===== config.mk =====
export PLATFORM = sky130hd
export DESIGN_NAME = sram_arbiter
export DESIGN_NICKNAME = d
export VERILOG_FILES = /design/src/rtl/sram_arbiter_pkg.sv /design/src/rtl/sram_arb_prio.sv /design/src/rtl/sram_arbiter.sv
export SDC_FILE = /design/constraint.sdc
export NUM_CORES = 1
export LEC_CHECK = 0
export BUFFER_PORTS_ARGS = -buffer_cell sky130_fd_sc_hd__buf_2
export CAP_MARGIN = 20
export CORE_ASPECT_RATIO = 1.4
export CORE_UTILIZATION = 40
export DETAILED_ROUTE_END_ITERATION = 10
export GPL_TIMING_DRIVEN = 0
export PLACE_DENSITY_LB_ADDON = 0.05
export SETUP_SLACK_MARGIN = 0.1
export SYNTH_ARGS = -nofsm -noshare
export SYNTH_HDL_FRONTEND = slang
export SYNTH_HIERARCHICAL = 1
export SYNTH_SLANG_ARGS = --single-unit

===== constraint.sdc =====
create_clock -name clk50 -period 1.7 [get_ports clk50]
set_input_delay 0.34 -clock clk50 [delete_from_list [all_inputs] [get_ports clk50]]
set_output_delay 0.34 -clock clk50 [all_outputs]
set_load 0.01 [all_outputs]

===== src/rtl/sram_arbiter_pkg.sv =====
// Shared types for the SRAM arbiter: FSM states, requester ids and the
// per-requester access descriptor muxed into the SRAM sequencer.
package sram_arbiter_pkg;

   localparam int ADDR_W = 18;
   localparam int DATA_W = 16;

   typedef enum logic [1:0] {
      ST_IDLE   = 2'd0,
      ST_ACCESS = 2'd1,
      ST_DONE   = 2'd2
   } state_t;

   typedef enum logic [1:0] {
      RQ_VID  = 2'd0,
      RQ_CPU  = 2'd1,
      RQ_HOST = 2'd2
   } rq_id_t;

   typedef struct packed {
      logic              we;
      logic [1:0]        be;
      logic [ADDR_W-1:0] addr;
      logic [DATA_W-1:0] wdata;
   } sram_req_t;

endpackage


===== src/rtl/sram_arb_prio.sv =====
// Winner select for the SRAM arbiter: fixed priority video > cpu > host,
// with a host starvation counter that forces one host grant after
// STARVE_LIMIT consecutive losses.
// Optional feature macro: SRAM_ARB_HOST_PORT_EN (host port + starvation guard).
module sram_arb_prio
   import sram_arbiter_pkg::*;
#(
   parameter int STARVE_LIMIT = 8
) (
   input  logic   clk50,
   input  logic   reset_n,
   input  logic   vid_req,
   input  logic   cpu_req,
   input  logic   host_req,
   input  logic   idle,
   input  logic   grant,
   output rq_id_t win_id
);

`ifdef SRAM_ARB_HOST_PORT_EN
   logic [7:0] starve_cnt_q, starve_cnt_d;
   logic       host_force;

   assign host_force = host_req && (starve_cnt_q == 8'(STARVE_LIMIT));

   // Winner select; a starved host overrides the fixed order.
   always_comb begin
      win_id = RQ_VID;
      if (host_force)    win_id = RQ_HOST;
      else if (vid_req)  win_id = RQ_VID;
      else if (cpu_req)  win_id = RQ_CPU;
      else if (host_req) win_id = RQ_HOST;
   end

   // Count host losses; clear on a host grant or when host is not asking.
   always_comb begin
      starve_cnt_d = starve_cnt_q;
      if (idle) begin
         if (!host_req) begin
            starve_cnt_d = 8'd0;
         end else if (grant) begin
            if (win_id == RQ_HOST)           starve_cnt_d = 8'd0;
            else if (starve_cnt_q != 8'hFF)  starve_cnt_d = starve_cnt_q + 8'd1;
         end
      end
   end

   // Starvation counter register.
   always_ff @(posedge clk50 or negedge reset_n) begin
      if (!reset_n) starve_cnt_q <= 8'd0;
      else          starve_cnt_q <= starve_cnt_d;
   end
`else
   logic unused_prio;
   assign unused_prio = ^{clk50, reset_n, idle, grant};

   // Plain fixed-priority select; host_req is tied low by the top here.
   always_comb begin
      win_id = RQ_VID;
      if (vid_req)       win_id = RQ_VID;
      else if (cpu_req)  win_id = RQ_CPU;
      else if (host_req) win_id = RQ_HOST;
   end
`endif

endmodule


===== src/rtl/sram_arbiter.sv =====
// Shares the board 256Kx16 SRAM between video, CPU and host requesters.
// IDLE -> ACCESS -> DONE sequencer; strobes are registered so the pins are
// glitch-free, read data is captured on the last ACCESS cycle and the
// winner gets a one-cycle ack in DONE.
// Optional feature macro: SRAM_ARB_HOST_PORT_EN. When undefined the host
// port is inert (ack/rdata tied to 0) and no starvation counter exists.
module sram_arbiter
   import sram_arbiter_pkg::*;
#(
   parameter int ACCESS_CYCLES = 2,
   parameter int STARVE_LIMIT  = 8
) (
   input  logic        clk50,
   input  logic        reset_n,
   input  logic        vid_req,
   input  logic [17:0] vid_addr,
   output logic        vid_ack,
   output logic [15:0] vid_rdata,
   input  logic        cpu_req,
   input  logic        cpu_we,
   input  logic [1:0]  cpu_be,
   input  logic [17:0] cpu_addr,
   input  logic [15:0] cpu_wdata,
   output logic        cpu_ack,
   output logic [15:0] cpu_rdata,
   input  logic        host_req,
   input  logic        host_we,
   input  logic [1:0]  host_be,
   input  logic [17:0] host_addr,
   input  logic [15:0] host_wdata,
   output logic        host_ack,
   output logic [15:0] host_rdata,
   output logic [17:0] sram_addr,
   output logic [15:0] sram_dq_o,
   output logic        sram_dq_oe,
   input  logic [15:0] sram_dq_i,
   output logic        sram_ce_n,
   output logic        sram_oe_n,
   output logic        sram_we_n,
   output logic        sram_ub_n,
   output logic        sram_lb_n,
   output logic        busy
);

   state_t      state_q, state_d;
   logic [3:0]  cnt_q, cnt_d;
   rq_id_t      id_q, id_d;
   logic        we_q, we_d;
   logic [17:0] addr_q, addr_d;
   logic [15:0] dq_o_q, dq_o_d;
   logic        dq_oe_q, dq_oe_d;
   logic        ce_n_q, ce_n_d;
   logic        oe_n_q, oe_n_d;
   logic        we_n_q, we_n_d;
   logic        ub_n_q, ub_n_d;
   logic        lb_n_q, lb_n_d;
   logic        vid_ack_q, vid_ack_d;
   logic        cpu_ack_q, cpu_ack_d;
   logic [15:0] vid_rdata_q, vid_rdata_d;
   logic [15:0] cpu_rdata_q, cpu_rdata_d;
   logic        host_ack_d;
   logic [15:0] host_rdata_d;

   logic        host_req_eff;
   logic        idle;
   logic        grant;
   rq_id_t      win_id;
   sram_req_t   sel;

`ifdef SRAM_ARB_HOST_PORT_EN
   logic        host_ack_q;
   logic [15:0] host_rdata_q;
   assign host_req_eff = host_req;
   assign host_ack     = host_ack_q;
   assign host_rdata   = host_rdata_q;
`else
   logic unused_host;
   assign unused_host  = ^{host_req, host_we, host_be, host_addr, host_wdata,
                           host_ack_d, host_rdata_d};
   assign host_req_eff = 1'b0;
   assign host_ack     = 1'b0;
   assign host_rdata   = 16'h0000;
`endif

   assign idle  = (state_q == ST_IDLE);
   assign grant = idle && (vid_req || cpu_req || host_req_eff);

   sram_arb_prio #(.STARVE_LIMIT(STARVE_LIMIT)) u_prio (
      .clk50    (clk50),
      .reset_n  (reset_n),
      .vid_req  (vid_req),
      .cpu_req  (cpu_req),
      .host_req (host_req_eff),
      .idle     (idle),
      .grant    (grant),
      .win_id   (win_id)
   );

   // Mux the winning requester's access descriptor; video is a full-word read.
   always_comb begin
      sel = '0;
      case (win_id)
         RQ_VID: begin
            sel.we   = 1'b0;
            sel.be   = 2'b11;
            sel.addr = vid_addr;
         end
         RQ_CPU: begin
            sel.we    = cpu_we;
            sel.be    = cpu_be;
            sel.addr  = cpu_addr;
            sel.wdata = cpu_wdata;
         end
         RQ_HOST: begin
            sel.we    = host_we;
            sel.be    = host_be;
            sel.addr  = host_addr;
            sel.wdata = host_wdata;
         end
         default: sel = '0;
      endcase
   end

   // Sequencer next state, strobe timing, ack and read-data capture.
   always_comb begin
      state_d      = state_q;
      cnt_d        = cnt_q;
      id_d         = id_q;
      we_d         = we_q;
      addr_d       = addr_q;
      dq_o_d       = dq_o_q;
      dq_oe_d      = dq_oe_q;
      ce_n_d       = ce_n_q;
      oe_n_d       = oe_n_q;
      we_n_d       = we_n_q;
      ub_n_d       = ub_n_q;
      lb_n_d       = lb_n_q;
      vid_ack_d    = 1'b0;
      cpu_ack_d    = 1'b0;
      host_ack_d   = 1'b0;
      vid_rdata_d  = vid_rdata_q;
      cpu_rdata_d  = cpu_rdata_q;
`ifdef SRAM_ARB_HOST_PORT_EN
      host_rdata_d = host_rdata_q;
`else
      host_rdata_d = 16'h0000;
`endif
      case (state_q)
         ST_IDLE: begin
            if (grant) begin
               id_d    = win_id;
               we_d    = sel.we;
               addr_d  = sel.addr;
               dq_o_d  = sel.wdata;
               dq_oe_d = sel.we;
               ce_n_d  = 1'b0;
               oe_n_d  = sel.we;
               we_n_d  = !sel.we;
               ub_n_d  = !sel.be[1];
               lb_n_d  = !sel.be[0];
               cnt_d   = 4'(ACCESS_CYCLES - 1);
               state_d = ST_ACCESS;
            end
         end
         ST_ACCESS: begin
            if (cnt_q == 4'd0) begin
               // Strobes release here; addr/dq stay put for write hold time.
               ce_n_d  = 1'b1;
               oe_n_d  = 1'b1;
               we_n_d  = 1'b1;
               ub_n_d  = 1'b1;
               lb_n_d  = 1'b1;
               state_d = ST_DONE;
               case (id_q)
                  RQ_VID:  vid_ack_d  = 1'b1;
                  RQ_CPU:  cpu_ack_d  = 1'b1;
                  RQ_HOST: host_ack_d = 1'b1;
                  default: ;
               endcase
               if (!we_q) begin
                  case (id_q)
                     RQ_VID:  vid_rdata_d  = sram_dq_i;
                     RQ_CPU:  cpu_rdata_d  = sram_dq_i;
                     RQ_HOST: host_rdata_d = sram_dq_i;
                     default: ;
                  endcase
               end
            end else begin
               cnt_d = cnt_q - 4'd1;
            end
         end
         ST_DONE: begin
            dq_oe_d = 1'b0;
            state_d = ST_IDLE;
         end
         default: state_d = ST_IDLE;
      endcase
   end

   // Sequencer and pin registers; reset forces all strobes inactive at once.
   always_ff @(posedge clk50 or negedge reset_n) begin
      if (!reset_n) begin
         state_q     <= ST_IDLE;
         cnt_q       <= 4'd0;
         id_q        <= RQ_VID;
         we_q        <= 1'b0;
         addr_q      <= 18'd0;
         dq_o_q      <= 16'd0;
         dq_oe_q     <= 1'b0;
         ce_n_q      <= 1'b1;
         oe_n_q      <= 1'b1;
         we_n_q      <= 1'b1;
         ub_n_q      <= 1'b1;
         lb_n_q      <= 1'b1;
         vid_ack_q   <= 1'b0;
         cpu_ack_q   <= 1'b0;
         vid_rdata_q <= 16'd0;
         cpu_rdata_q <= 16'd0;
      end else begin
         state_q     <= state_d;
         cnt_q       <= cnt_d;
         id_q        <= id_d;
         we_q        <= we_d;
         addr_q      <= addr_d;
         dq_o_q      <= dq_o_d;
         dq_oe_q     <= dq_oe_d;
         ce_n_q      <= ce_n_d;
         oe_n_q      <= oe_n_d;
         we_n_q      <= we_n_d;
         ub_n_q      <= ub_n_d;
         lb_n_q      <= lb_n_d;
         vid_ack_q   <= vid_ack_d;
         cpu_ack_q   <= cpu_ack_d;
         vid_rdata_q <= vid_rdata_d;
         cpu_rdata_q <= cpu_rdata_d;
      end
   end

`ifdef SRAM_ARB_HOST_PORT_EN
   // Host ack/rdata registers exist only with the host port enabled.
   always_ff @(posedge clk50 or negedge reset_n) begin
      if (!reset_n) begin
         host_ack_q   <= 1'b0;
         host_rdata_q <= 16'd0;
      end else begin
         host_ack_q   <= host_ack_d;
         host_rdata_q <= host_rdata_d;
      end
   end
`endif

   assign sram_addr  = addr_q;
   assign sram_dq_o  = dq_o_q;
   assign sram_dq_oe = dq_oe_q;
   assign sram_ce_n  = ce_n_q;
   assign sram_oe_n  = oe_n_q;
   assign sram_we_n  = we_n_q;
   assign sram_ub_n  = ub_n_q;
   assign sram_lb_n  = lb_n_q;
   assign vid_ack    = vid_ack_q;
   assign cpu_ack    = cpu_ack_q;
   assign vid_rdata  = vid_rdata_q;
   assign cpu_rdata  = cpu_rdata_q;
   assign busy       = !idle;

endmodule

==> impl_results.md <==
- Status: finished with violations
- Failing checks: DRC, setup timing
- Final setup fails: 5
- Area delta synth->final: 55.0%
- Root Driver: clkbuf_16
- Crit path time final: 1.72 ns
- Die width: 84.8 um
- Yosys reg bits: 83
- Worst setup SP type: register
- Slowest stage delay, CP: 0.40 ns
- Via density: 5.22
- EDFF count, synth: 0
- Maximum clock frequency: 0.582 GHz
- Hold Crit Start: sram_dq_i[3]
- Antenna violations before repair: 0
- Synth unique cells: 42
- Largest net degree at the start of global routing: 48
- Max cap viols: 0
- Final net count: 661
- Endpoint type of the worst setup path: register
- Die H: 118 um
- Via count of the first global-routing pass: 3307
- WHS Endpoint: vid_rdata[3]
- Via count: 3417
- Starting Density: 0.418
- Final Hold Violating Endpoints: 0
- Register area: 0.00208 mm^2
- CP max stage cell: dfrtp_1
- CP delay by family, top: simple AND/OR/NAND/NOR gates
- Worst skew pair latency: 0.33 ns
- First-pass iteration count of the detailed router: 9
- Power Density: 1710 mW/mm^2
- Antenna Nets Post-Route: 0
- Syn Inst Count: 304
- FFs w/ async S/R, synth: 1.00
- Gr usage total: 0.203
- Slew HR: 0.603
- Fill cells: 732
- Final worst slack: -0.0187 ns
- Post-route DRC: 9
- GP Congestion: 0.782
- Final period utilization: 1.01
- Syn Std Cell Area: 0.00384 mm^2
- Area of the multi-input gates: 0.00182 mm^2
- Port-buffer cells: 186
- Main flop type after synthesis: dfrtp_1
- Worst slew pin tran: 0.596 ns
- Reg2Reg Depth: 6
- Boundary Pins: 205
- RSZ-0062 raised after global routing: yes
- Place WS: -0.337 ns
- Seq/Total Area, Yosys: 0.543
- Clk_skew: 0.00469 ns
- CTS Buf Count: 9
- Reg2reg start: cnt_q[1]
- RR Endpoint: cpu_rdata[7]
- VDD IR max: 0.830 mV
- Core area: 0.00918 mm^2
- Leakage: 2.95 nW
- Critical Path AT: 1.94 ns
- Crit Path Max Fanout: 5
- Worst R2R Setup Slack: -0.02 ns
- DP Wirelength: 7.27 mm
- Diode count: 0
- Layout cells sized above 1: 0.614
- Aggregate global routing overflow: 0
- Cell Chain, Critical Path: inv_2 > ha_4 > and4bb_2 > nand4b_4 > clkbuf_16 > mux2_4
- Ys Warns: 6
- CP Data Required Time: 1.92 ns
- Htree depth: 3
- Iter 0 DRT Violations: 199
- Worst-path clk slew: 0.06 ns
- Utilization after layout: 0.648
- Mean post-synth cell area: 12.6 um^2
- TritonCTS clock tree: yes
- First-pass GRT wire length: 16.0 mm
- Deepest clock path buffer count: 2
- Final WL: 10.5 mm
- WL per Instance: 16.0 um
- Hold crit path type: input port to register
- Total Die Area: 0.00999 mm^2
- Setup CP Type: register to register
- Worst hold stages: 2
- Max-slew violations: 0
- CP bufs+invs: 2
- Clock sink count: 83
- FP Rows: 41
==> cell usage after synthesis, types with 2 or more instances <==
cell | n | share of area
nor3b_1 | 3 | 0.0059
buf_4 | 17 | 0.033
mux2_2 | 33 | 0.097
a22oi_1 | 17 | 0.033
nor3_1 | 18 | 0.023
nor2_1 | 4 | 0.0039
a21oi_1 | 3 | 0.0039
a31o_2 | 2 | 0.0046
dfstp_2 | 5 | 0.034
a221oi_1 | 2 | 0.0046
nor2b_1 | 2 | 0.0033
buf_6 | 4 | 0.012
ha_1 | 6 | 0.020
o21ai_0 | 5 | 0.0065
dfrtp_1 | 78 | 0.51
o2bb2ai_1 | 18 | 0.041
a21o_1 | 2 | 0.0039
a22o_1 | 16 | 0.037
clkbuf_1 | 16 | 0.016
a222oi_1 | 18 | 0.047
o32a_1 | 2 | 0.0052
buf_2 | 4 | 0.0052
nand2b_1 | 2 | 0.0033
inv_1 | 9 | 0.0088
==> area by class of cell <==
cell class	instances	area share
Tap cell	107	0.0225
Clock inverter	6	0.0149
Buffer	42	0.0562
Timing Repair Buffer	210	0.204
Inverter	9	0.00568
Multi-Input combinational cell	187	0.306
Sequential cell	83	0.350
Clock buffer	10	0.0402
==> per-stage QoR <==
| step | cells | power (mW) | hold slack [ns] | TNS, ns | instance area [um^2] |
|---|---|---|---|---|---|
| 2_1_floorplan | 321 | 5.45 | 0.0444 | 0 | 3920 |
| 3_3_place_gp | 614 | 6.75 | 0.461 | -34.23 | 4990 |
| 3_5_place_dp | 615 | 6.85 | 0.341 | -10.46 | 5020 |
| 4_1_cts | 643 | 9.31 | 0.241 | 0 | 5520 |
| 5_1_grt | 654 | 10.8 | 0.238 | -1.64 | 5950 |
| 6_report | 654 | 10.2 | 0.247 | -0.0353 | 5950 |
==> cell families (layout without fill, tap and decap cells) <==
logic type | Yosys count | in the layout | share of synthesized area
adders and majority gates | 6 | 6 | 0.0196
buffers and inverters | 51 | 277 | 0.0757
other | 1 | 18 | 0.000978
muxes | 33 | 33 | 0.0969
AOI/OAI and AO/OA | 90 | 90 | 0.196
DFF | 83 | 83 | 0.543
and+or+nand+nor | 40 | 40 | 0.0675
==> timing repair <==
action | CTS | global route
cloned | 0 | 5
hold buffers | 1 | 0
gates resized for setup | 20 | 62
endpoints found under the setup margin | 44 | 78
buffers inserted | 11 | 6
endpoints found under the hold margin | 34 | 0
pin swaps | 3 | 18
==> layout by cell type, fill, tap and decap left out, drive strengths merged, types with 16 or more instances in the layout <==
master | Yosys | layout
nor3 | 18 | 18
dfrtp | 78 | 78
a222oi | 18 | 18
conb | 1 | 18
clkbuf | 16 | 24
a22o | 16 | 16
mux2 | 33 | 33
buf | 26 | 237
a22oi | 17 | 17
o2bb2ai | 18 | 18
==> report_power, final <==
part	internal (mW)	switching, mW
Sequential	2.85	0.514
Combinational	2.52	2.21
Clock	1.32	0.758
==> how the worst max path moves through the flow <==
stage / depth (start not counted) / endpoint / from
floorplan: 6 / sram_dq_o[10] / cpu_req
global route: 6 / cpu_rdata[7] / cnt_q[1]
detailed placement: 7 / sram_dq_o[13] / cpu_req
global placement: 1 / sram_addr[15] / reset_n
CTS: 4 / busy / state_q[1]
finish: 6 / cpu_rdata[7] / cnt_q[1]
==> flip-flops by register name (all words and copies together) (netlist names) <==
register / cells
sram_ub_n: 1
sram_dq_o: 16
cpu_rdata: 16
state_q: 2
sram_dq_oe: 1
vid_rdata: 16
sram_ce_n: 1
we_q: 1
sram_lb_n: 1
sram_we_n: 1
id_q: 2
vid_ack: 1
cpu_ack: 1
sram_oe_n: 1
sram_addr: 18
cnt_q: 4
==> worst register-to-register path, delay by kind of cell (launching register included) <==
family	cells	cell delay, ns
buffers and inverters	2	0.32
muxes	1	0.29
and+or+nand+nor	2	0.47
DFF	1	0.40
adders and majority gates	1	0.14
==> metal layers <==
layer  vias to the layer above  global-route usage  routed length, um
li1                       1626                   -                  -
met1                      1636               0.240               4190
met2                       139               0.349               5490
met3                        16              0.0596                598
met4                         0              0.0678                204
met5                         -                   0                  0
Note: power is estimated with default switching activity, not from simulation.
